[src/rtl/pipe_ctrl_gen.sv]
// Pipeline stall/flush/redirect controller: merges stage stall requests into a stall mask,
// turns MEM exceptions into a flush of FLUSH_CYCLES cycles plus a PC redirect, and runs a stall watchdog.
module pipe_ctrl_gen #(
  parameter int                NUM_STAGES    = 6,
  parameter int                ADDR_W        = 32,
  parameter logic [ADDR_W-1:0] INT_VECTOR    = 'h20,
  parameter logic [ADDR_W-1:0] EXC_VECTOR    = 'h40,
  parameter int                FLUSH_CYCLES  = 1,
  parameter int                STALL_TIMEOUT = 1024
) (
  input  logic                  clk,
  input  logic                  rst,
  input  logic [NUM_STAGES-1:0] stallreq_i,
  input  logic [31:0]           excepttype_i,
  input  logic [ADDR_W-1:0]     cp0_epc_i,
  output logic [NUM_STAGES-1:0] stall_o,
  output logic                  flush_o,
  output logic [ADDR_W-1:0]     new_pc_o,
  output logic                  new_pc_vld_o,
  output logic                  stall_timeout_o,
  output logic [15:0]           stall_cnt_o
);

  localparam logic [0:0] S_IDLE  = 1'b0;
  localparam logic [0:0] S_FLUSH = 1'b1;

  localparam int                CNT_W        = (FLUSH_CYCLES > 1) ? $clog2(FLUSH_CYCLES) + 1 : 1;
  localparam logic [CNT_W-1:0]  FLUSH_RELOAD = CNT_W'(FLUSH_CYCLES - 1);
  localparam bit                TO_EN        = (STALL_TIMEOUT > 0);
  localparam logic [31:0]       TO_LIM       = TO_EN ? 32'(STALL_TIMEOUT - 1) : 32'd0;

  logic [0:0]            state_q, state_d;
  logic [CNT_W-1:0]      flush_cnt_q, flush_cnt_d;
  logic [15:0]           stall_cnt_q, stall_cnt_d;
  logic                  timeout_q, timeout_d;
  logic                  exc, in_flush, stalled;
  logic [NUM_STAGES-1:0] req_mask;

  function automatic logic [ADDR_W-1:0] redirect_target(input logic [31:0]       etype,
                                                        input logic [ADDR_W-1:0] epc);
    case (etype)
      32'h1:                redirect_target = INT_VECTOR;
      32'he:                redirect_target = epc;
      32'h8, 32'ha, 32'hd:  redirect_target = EXC_VECTOR;
      default:              redirect_target = EXC_VECTOR;
    endcase
  endfunction

  // Stage j holds whenever any stage at or above it (k>=1) requests a pause; the PC bit never requests.
  always_comb begin : mask_gen
    logic acc;
    acc      = 1'b0;
    req_mask = '0;
    for (int k = NUM_STAGES - 1; k >= 0; k--) begin
      acc         = acc | (stallreq_i[k] & (k != 0));
      req_mask[k] = acc;
    end
  end

  assign exc      = |excepttype_i;
  assign in_flush = (state_q == S_FLUSH);

  // Outputs are gated by rst so they read 0 for the whole reset interval, combinational paths included.
  assign flush_o         = rst & (exc | in_flush);
  assign new_pc_vld_o    = rst & exc;
  assign new_pc_o        = (rst & exc) ? redirect_target(excepttype_i, cp0_epc_i) : '0;
  assign stall_o         = (rst & ~exc & ~in_flush) ? req_mask : '0;
  assign stall_timeout_o = timeout_q;
  assign stall_cnt_o     = stall_cnt_q;
  assign stalled         = |stall_o;

  always_comb begin
    state_d     = state_q;
    flush_cnt_d = flush_cnt_q;
    if (exc) begin
      if (FLUSH_CYCLES > 1) begin
        state_d     = S_FLUSH;
        flush_cnt_d = FLUSH_RELOAD;
      end else begin
        state_d     = S_IDLE;
        flush_cnt_d = '0;
      end
    end else if (in_flush) begin
      flush_cnt_d = flush_cnt_q - CNT_W'(1);
      if (flush_cnt_q == CNT_W'(1)) state_d = S_IDLE;
    end
  end

  always_comb begin
    stall_cnt_d = '0;
    timeout_d   = 1'b0;
    if (stalled) begin
      stall_cnt_d = (stall_cnt_q == 16'hFFFF) ? stall_cnt_q : stall_cnt_q + 16'd1;
      timeout_d   = (TO_EN && ({16'd0, stall_cnt_d} >= TO_LIM)) ? 1'b1 : timeout_q;
    end
  end

  always_ff @(posedge clk or negedge rst) begin
    if (!rst) begin
      state_q     <= S_IDLE;
      flush_cnt_q <= '0;
      stall_cnt_q <= '0;
      timeout_q   <= 1'b0;
    end else begin
      state_q     <= state_d;
      flush_cnt_q <= flush_cnt_d;
      stall_cnt_q <= stall_cnt_d;
      timeout_q   <= timeout_d;
    end
  end

endmodule

[config.mk]
export PLATFORM = sky130hd
export DESIGN_NAME = pipe_ctrl_gen
export DESIGN_NICKNAME = d
export VERILOG_FILES = /design/src/rtl/pipe_ctrl_gen.sv
export SDC_FILE = /design/constraint.sdc
export NUM_CORES = 1
export LEC_CHECK = 0
export BUFFER_PORTS_ARGS = -buffer_cell sky130_fd_sc_hd__buf_2
export CELL_PAD_IN_SITES_DETAIL_PLACEMENT = 1
export CELL_PAD_IN_SITES_GLOBAL_PLACEMENT = 1
export CORE_ASPECT_RATIO = 0.8
export CORE_MARGIN = 3
export CORE_UTILIZATION = 26
export CTS_CLUSTER_DIAMETER = 120
export DETAILED_ROUTE_END_ITERATION = 8
export MAX_ROUTING_LAYER = met4
export PLACE_DENSITY_LB_ADDON = 0.1
export SLEW_MARGIN = 5
export SYNTH_ARGS = -nofsm -noshare
export SYNTH_HDL_FRONTEND = slang
export SYNTH_SLANG_ARGS = --single-unit
[constraint.sdc]
create_clock -name clk -period 2.3 [get_ports clk]
set_input_delay 0.23 -clock clk [delete_from_list [all_inputs] [get_ports clk]]
set_output_delay 0.23 -clock clk [all_outputs]
set_load 0.01 [all_outputs]
Word level (Yosys, flattened, before mapping)
Cells that the tools add are included.

cells by class
  add/sub/neg operators = 2
  magnitude comparators = 1
  eq/ne operators = 4
  multiplexer cells = 12
  bitwise logic cells = 11
  reductions and logical operators = 3

operators with widths
  operator                                                                               count
  32-bit case mux with 2 select lines                                                    1
  32-bit by 1-bit equality test with 1-bit output, second input constant                 1
  32-bit by 4-bit equality test with 1-bit output, second input constant                 1
  16-bit two-way mux                                                                     2
  32-bit two-way mux                                                                     1
  32-bit OR reduction                                                                    1
  16-bit by 1-bit adder with 16-bit output, second input constant                        1
  16-bit equality test, second input constant                                            1
  16-bit by 10-bit greater-or-equal comparator with 1-bit output, second input constant  1
  1-bit two-way mux                                                                      7
  6-bit two-way mux                                                                      1
  6-bit OR reduction                                                                     1
  1-bit OR                                                                               5
  1-bit bitwise AND                                                                      4
  2-bit by 1-bit inequality test with 1-bit output, second input constant                1
  1-bit NOT                                                                              2
  2-bit nonzero test                                                                     1
  1-bit subtractor, second input constant                                                1

storage, ports and cells
  bits in registers = 19
  bits of input ports = 72
  output and inout port bits = 57
  word-level logic and storage cells = 37

Depth between registers and ports, before layout
Gate-level depths: netlist (run 1).

  depth in word-level cells = 7
  depth in mapped cells = 8
  mapped depth without buffers = 6

Worst setup path after synthesis (run 1)
No wires, ideal clock.

  path type = register -> register
  from = reg stall_cnt_q[1] (netlist: stall_cnt_o[1])
  to = reg timeout_q (netlist: stall_timeout_o)
  setup time = 0.087 ns
  data arrival time = 2.038 ns
  slack = 0.175 ns
  cell stages (with the launch flop) = 9
  buffers on the path = 2
  period minus slack after synthesis = 2.125 ns
  path through = dfrtp_1 -> ha_1 -> buf_2 -> nand3_2 -> nor4_1 -> buf_2 -> o21ai_0 -> a221o_1 -> a31oi_1

on the way
  cells in the longest elaborated chain, start to end = 4

ends and longest elaborated chain
  element                                                                                  line  text
  from (decl)                                                                              34    logic [15:0] stall_cnt_q, stall_cnt_d;
  from (signal assigned)                                                                   107   stall_cnt_q <= stall_cnt_d;
  16-bit by 1-bit adder with 16-bit output / 16-bit equality test (equally long branches)  93    stall_cnt_d = (stall_cnt_q == 16'hFFFF) ? stall_cnt_q : stall_cnt_q + 16'd1;
  16-bit two-way mux (*)                                                                   93
  16-bit by 10-bit greater-or-equal comparator with 1-bit output (*)                       94    timeout_d = (TO_EN && ({16'd0, stall_cnt_d} >= TO_LIM)) ? 1'b1 : timeout_q;
  2-bit by 1-bit inequality test with 1-bit output (no line) (*)                           -
  to (signal assigned)                                                                     108   timeout_q <= timeout_d;
  to (decl)                                                                                35    logic timeout_q, timeout_d;

Mark *: on every way between the ends. The rest lies on a longest branch, timed or not.
A chain may end at the register's enable or synchronous reset.

Worst setup path after layout (run 1)
  from = reg stall_cnt_q[0] (netlist: stall_cnt_o[0])
  to = reg timeout_q (netlist: stall_timeout_o)

Same word-level chain as after synthesis.

==> results of run 1 <==
## worst max-delay path, stage by stage (launching register included)
cell      delay [ns]
dfrtp_1         0.36
ha_1            0.30
nand3_2         0.17
nor3_1          0.32
mux2_2          0.39
a221oi_1        0.32
a31oi_1         0.13
## stage by stage
stage / util (%) / std cells / area (um2) / setup WS [ns] / power (mW)
floorplan: - / 210 / 1640 / 0.175 / 0.353
global placement: 40.1 / 418 / 2410 / 0.166 / 0.423
detailed placement: 40.1 / 418 / 2410 / 0.0606 / 0.426
CTS: 41.1 / 423 / 2470 / 0.0266 / 0.680
global route: 41.2 / 423 / 2470 / 0.0457 / 0.705
finish: 41.2 / 423 / 2470 / 0.173 / 0.668
## how the worst max path moves through the flow
stage	cells after the start	startpoint	endpoint
global route	6	stall_cnt_o[0]	stall_timeout_o
global placement	6	stall_cnt_o[0]	stall_timeout_o
finish	6	stall_cnt_o[0]	stall_timeout_o
detailed placement	6	stall_cnt_o[0]	stall_timeout_o
CTS	6	stall_cnt_o[0]	stall_timeout_o
floorplan	8	stall_cnt_o[1]	stall_timeout_o
## logic make-up (layout without fill, tap and decap cells)
| group | after synthesis | in the layout | synth area share [%] |
|---|---|---|---|
| simple gates | 135 | 135 | 48.1 |
| compound gates | 22 | 22 | 9.17 |
| buf+inv | 20 | 152 | 5.58 |
| flops | 19 | 19 | 29.0 |
| xor+xnor | 8 | 8 | 4.28 |
| mux | 5 | 5 | 3.13 |
| fa+ha+maj | 1 | 1 | 0.764 |
## power breakdown
part / internal [mW] / switching [mW]
clock: 0.121 / 0.129
sequential: 0.334 / 0.00000000000353
combinational: 0.0513 / 0.0333
## repair_timing
item	in CTS	in global routing
endpoints found under the setup margin	0	3
gates resized for setup	0	1
endpoints found under the hold margin	1	0
hold buffers	1	0
## per-layer routing
layer  global-route usage [%]  wire length, um  vias to the layer above
li1                         -                -                     1005
met5                        -                0                        -
met4                     1.73               29                        0
met1                     21.3             2870                      924
met2                     28.2             2790                       67
met3                     3.53              466                        4
## layout make-up
cell class	count	area share [%]
clock inverter	1	0.202
clock buffer	3	1.67
sequential	19	19.2
multi-input combinational	171	43.6
inverter	6	0.910
timing repair buffer	142	30.3
tap	81	4.10
## flip-flops by register name, summed over array words and instances (netlist names)
register / cells
stall_cnt_o: 16
flush_cnt_q: 1
in_flush: 1
stall_timeout_o: 1
## synth_stat cells (5+ instances only)
library cell  count  area (um2)
and2_1           33         206
nor2_1           29         109
dfrtp_1          19         475
nand2_1          10        37.5
nor4_1           10        62.6
nand3_1           9        45.0
clkbuf_1          7        26.3
nand4_1           7        43.8
nor3_1            7        35.0
inv_1             6        22.5
a21oi_1           5        25.0
o21ai_0           5        25.0
xnor2_1           5        43.8
==> summary.md, run 1 <==
| Metric | Value |
|---|---|
| Setup slack, reg-to-reg | `0.17 ns` |
| Sink Count | `19` |
| Power Density | `270 mW/mm2` |
| Global-route usage over all layers | `between 15 and 20%` |
| Yosys warning total | `0` |
| Fmax | `about 470 MHz` |
| Die Y | `about 77 um` |
| IO Port Bufs | `~130` |
| Ys async rst share | `100%` |
| Worst-path fanout max | `6` |
| Required @ worst endpoint | `2.44 ns` |
| Via count | `~2,000` |
| Final Wtd Congestion | `between 0.7 and 0.8` |
| Max Slew Vio Count | `0` |
| Maximum VDD drop | `around 0.00030 V` |
| Routed wire per std cell | `approximately 15 um` |
| CTS tree | `done` |
| Min Clock Period, post-route | `~2.1 ns` |
| DRC viols | `0` |
| Reg-to-reg startpoint | `stall_cnt_o[0]` |
| Initial antenna violation count | `0` |
| Reg2reg path depth | `6` |
| EDFF count, synth | `0` |
| Setup Fix Bufs, Post-CTS | `0` |
| Worst-Margin Slew | `0.513 ns` |
| Ports | `approximately 130` |
| Pleak | `about 1.3 nW` |
| Post-Route WL | `between 6 and 7 mm` |
| Distinct cells, synth | `between 40 and 50` |
| DR iter-0 viols | `just over 40` |
| Unrepaired setup endpoints after global routing | `no` |
| FF+latch count, synth | `19` |
| Latest clock arrival within the worst-skew pair | `approximately 0.27 ns` |
| CP Class | `reg2reg` |
| Period Utilization, post-route | `92.5%` |
| Status | `completed` |
| Core ar. | `about 0.0060 mm2` |
| Mapped Nets | `roughly 280` |
| Root buffer cell | `clkbuf_8` |
| Hold WC Path Type | `in2async` |
| Final ANT Viol Nets | `0` |
| CTS Buf Count | `3` |
| Number of global-route vias before repair | `around 2,000` |
| Ratio of cells with drive above 1 in the final layout | `between 40% and 50%` |
| Multi-input gate area | `approximately 0.0011 mm2` |
| Max_cap viols | `0` |
| Syn Std Cell Area | `0.00164 mm2` |
| Vias per cell | `about 4.7` |
| Setup Viol. Count Final | `0` |
| Clock-pin slew of the registers on the worst-case setup and hold paths | `0.08 ns` |
| Ys flop type | `dfrtp_1` |
| Seq/Total Area, Yosys | `between 20% and 30%` |
| Die span in x | `approximately 95 um` |
| Worst relative slew slack | `about two thirds` |
| Area growth syn-to-layout | `51.0%` |
| Arr. time, crit path | `2.27 ns` |
| Reg area | `around 480 um2` |
| Clock H-tree levels | `1` |
| Largest net degree at the start of global routing | `31` |
| Post-Synthesis Mean Instance Area | `around 8 um2` |
| Final TNS setup | `0 ns` |
| Initial Utilization | `a little over a quarter` |
| Leading cell type in the layout, fill and taps excluded | `buf_2` |
| Final nets | `~420` |
| Most frequent cells in the layout | `127 x buf_2, 33 x and2_1, 29 x nor2_1` |
| Row Count | `25` |
| Clk_skew | `0.00804 ns` |
| Hold Vio Cnt, Final | `0` |
| Fillers | `roughly 800` |
| CP Launch Type | `flip-flop` |
| Clock buffer depth | `2` |
| First-pass GRT wire length | `9.80 mm` |
| Worst Setup End Kind | `flip-flop` |
| Final HPWL DP | `approximately 5 mm` |
| DIE AREA | `0.00729 mm2` |
| # diodes | `0` |
| Synth Instances | `210` |
| Critical R2R Capture | `stall_timeout_o` |
| Hold_ws | `about 0.32 ns` |
| First-pass DRT Iterations | `4` |
| Gr ovfl total | `0` |
(Power assumes the default switching activity.)
==> run 2, diff against run 1 <==
--- a/config.mk
+++ b/config.mk
@@ -8,7 +8,7 @@
 export BUFFER_PORTS_ARGS = -buffer_cell sky130_fd_sc_hd__buf_2
 export CELL_PAD_IN_SITES_DETAIL_PLACEMENT = 1
 export CELL_PAD_IN_SITES_GLOBAL_PLACEMENT = 1
-export CORE_ASPECT_RATIO = 0.8
+export CORE_ASPECT_RATIO = 1.1
 export CORE_MARGIN = 3
 export CORE_UTILIZATION = 26
 export CTS_CLUSTER_DIAMETER = 120
==> run 2 against run 1 <==
  * Global-route usage up 2.1 points
  * Clock power is 3% lower
  * Core utilization fell by 0.14 points
  * Via count rose by 2.9%
  * Count of clock-buffer cells in the layout is the same
  * Fmax grew 4.0%
  * Largest power group unchanged
==> summary.md, run 2 (synthesis gave the netlist of run 1 again) <==
| Metric | Value |
|---|---|
| Via count | `2,057 (was 2,000)` |
| First-pass GRT wire length | `10.1 mm (was 9.80 mm)` |
| Final Power | `0.660 mW (was 0.668 mW)` |
| DR iter-0 viols | `31 (was 41)` |
| Global-route usage over all layers | `18.9% (was 16.7%)` |
| Routed wire per std cell | `16.6 um (was 14.5 um)` |
| Die span in x | `81.7 um (was 94.7 um)` |
| Hold Vio Cnt, Final | `0 (unchanged)` |
| Latest clock arrival within the worst-skew pair | `0.26 ns (was 0.27 ns)` |
| IO Port Bufs | `127 (unchanged)` |
| Clock buffer depth | `2 (unchanged)` |
| Max FFs per register | `16 (unchanged)` |
| Area growth syn-to-layout | `49.1% (was 51.0%)` |
| Row Count | `29 (was 25)` |
| Unrepaired setup endpoints after global routing | `no (unchanged)` |
| Period Utilization, post-route | `88.9% (was 92.5%)` |
| Final ANT Viol Nets | `0 (unchanged)` |
| Clock-pin slew of the registers on the worst-case setup and hold paths | `0.08 ns (about the same)` |
| Die Y | `89.2 um (was 77.0 um)` |
| Worst-Margin Slew | `0.559 ns (was 0.513 ns)` |
| Clock H-tree levels | `1 (unchanged)` |
| Worst-path cell chain | `ha_1, nand3_2, nor3_1, mux2_2, a221oi_1, a31oi_1 (unchanged)` |
| Min Clock Period, post-route | `2.05 ns (was 2.13 ns)` |
| DIE AREA | `0.00729 mm2 (about the same)` |
| Worst relative slew slack | `62.4% (was 65.5%)` |
| Ports | `129 (unchanged)` |
| Dpl cells | `411 (was 418)` |
| Setup Fix Bufs, Post-CTS | `0 (unchanged)` |
| Worst Setup End Kind | `flip-flop (unchanged)` |
| Initial Utilization | `27.5% (was 27.3%)` |
| Maximum VDD drop | `0.000253 V (was 0.000298 V)` |
| Fmax | `489 MHz (was 470 MHz)` |
| Root buffer cell | `clkbuf_8 (unchanged)` |
| CTS Buf Count | `3 (unchanged)` |
| CP Launch Type | `flip-flop (unchanged)` |
| Max_cap viols | `0 (unchanged)` |
| Pleak | `1.31 nW (was 1.33 nW)` |
| Final HPWL DP | `5.76 mm (was 5.00 mm)` |
| Vias per cell | `4.96 (was 4.73)` |
| Most frequent cells in the layout | `127 x buf_2, 33 x and2_1, 29 x nor2_1 (unchanged)` |
| CP Class | `reg2reg (unchanged)` |
| Leading cell type in the layout, fill and taps excluded | `buf_2 (unchanged)` |
| # diodes | `0 (unchanged)` |
| Worst-path fanout max | `5 (was 6)` |
| Final nets | `412 (was 416)` |
| Initial antenna violation count | `0 (unchanged)` |
| Number of global-route vias before repair | `1,913 (was 1,999)` |
| Required @ worst endpoint | `2.43 ns (was 2.44 ns)` |
| Status | `completed (unchanged)` |
| Grt met1 use | `23.6% (was 21.3%)` |
| Grt peak-use layer | `met2 (unchanged)` |
| Sink Count | `19 (unchanged)` |
| GRT met3 Usage | `3.13% (was 3.53%)` |
| Setup Viol. Count Final | `0 (unchanged)` |
| Ratio of cells with drive above 1 in the final layout | `43.8% (was 44.4%)` |
| Final TNS setup | `0 ns (unchanged)` |
| Largest net degree at the start of global routing | `31 (unchanged)` |
| Final Wtd Congestion | `0.870 (was 0.782)` |
| Gr ovfl total | `0 (unchanged)` |
| Slowest CP cell | `mux2_2 (unchanged)` |
| Post-CTS sizing | `0 (unchanged)` |
| Arr. time, crit path | `2.18 ns (was 2.27 ns)` |
| Post-route insts no fill | `415 (was 423)` |
| Clk_skew | `0.00182 ns (was 0.00804 ns)` |
| Post-Route WL | `6.91 mm (was 6.15 mm)` |
| DRC viols | `0 (unchanged)` |
| Hold_buf cts | `0 (was 1)` |
| Max incr delay on CP | `0.39 ns (about the same)` |
| Core ar. | `0.00595 mm2 (was 0.00601 mm2)` |
| First-pass DRT Iterations | `4 (unchanged)` |
| Power Density | `270 mW/mm2 (about the same)` |
| Hold WC Path Type | `in2async (unchanged)` |
| CTS tree | `done (unchanged)` |
| Max Slew Vio Count | `0 (unchanged)` |
| Met2 Track Usage GR | `32.3% (was 28.2%)` |
[run 2: cell types whose count changed in the layout (fill, tap and decap cells not counted), sizes merged]
cell	previous run	this run
buf	141	138
dlygate4sd3	1	0
[run 2: worst paths after layout]
| kind | slack [ns] | cells after the start | from | endpoint |
|---|---|---|---|---|
| setup reg to reg | 0.25 | 6 | stall_cnt_o[0] | stall_timeout_o |
| hold reg to reg | 0.46 | 1 | flush_cnt_q | in_flush |
| min in group clk | 0.37 | 4 | excepttype_i[2] | flush_cnt_q |
| setup / recovery | 0.25 | 6 | stall_cnt_o[0] | stall_timeout_o |
| max in group asynchronous | 2.05 | 2 | rst | stall_cnt_o[4] |
| hold / removal | 0.04 | 2 | rst | stall_cnt_o[15] |
[run 2: area by class of cell]
cell class | instances | area [um2]
repair buffers | 138 | 731
well taps | 77 | 96.3
clock buffers | 3 | 41.3
multi-input cells | 171 | 1070
inverters | 6 | 22.5
flip-flops and latches | 19 | 475
fillers | 792 | 3510
clock inverters | 1 | 5.00
[run 2: metrics by stage]
stage	cell area [um2]	hold slack, ns	util, %	setup WS (ns)
final	2440	0.0389	41.0	0.254
after global routing	2440	0.0703	41.0	0.0788
after CTS	2440	0.0585	41.0	0.264
after detailed placement	2400	0.349	40.3	0.277
after global placement	2400	0.346	40.3	0.326
after floorplan	1640	-0.0656	-	0.175
[run 2: worst max-delay path, delay by kind of cell, from the launching register on]
family,cells,cell delay (ns)
and+or+nand+nor,2,0.48
adders and majority gates,1,0.26
AOI/OAI and AO/OA,2,0.44
muxes,1,0.39
DFF,1,0.35
[run 2: routing by layer]
metal,up-vias,routed length [um]
met1,963,3080
met3,4,620
met5,-,0
li1,998,-
met2,92,3170
met4,0,40
[run 2: power by group]
part	switching, mW	total [mW]	internal (mW)	leakage (nW)
Combinational	0.0344	0.0848	0.0504	1.02
Clock	0.121	0.242	0.121	0.0255
Sequential	0.00000000000303	0.334	0.334	0.266
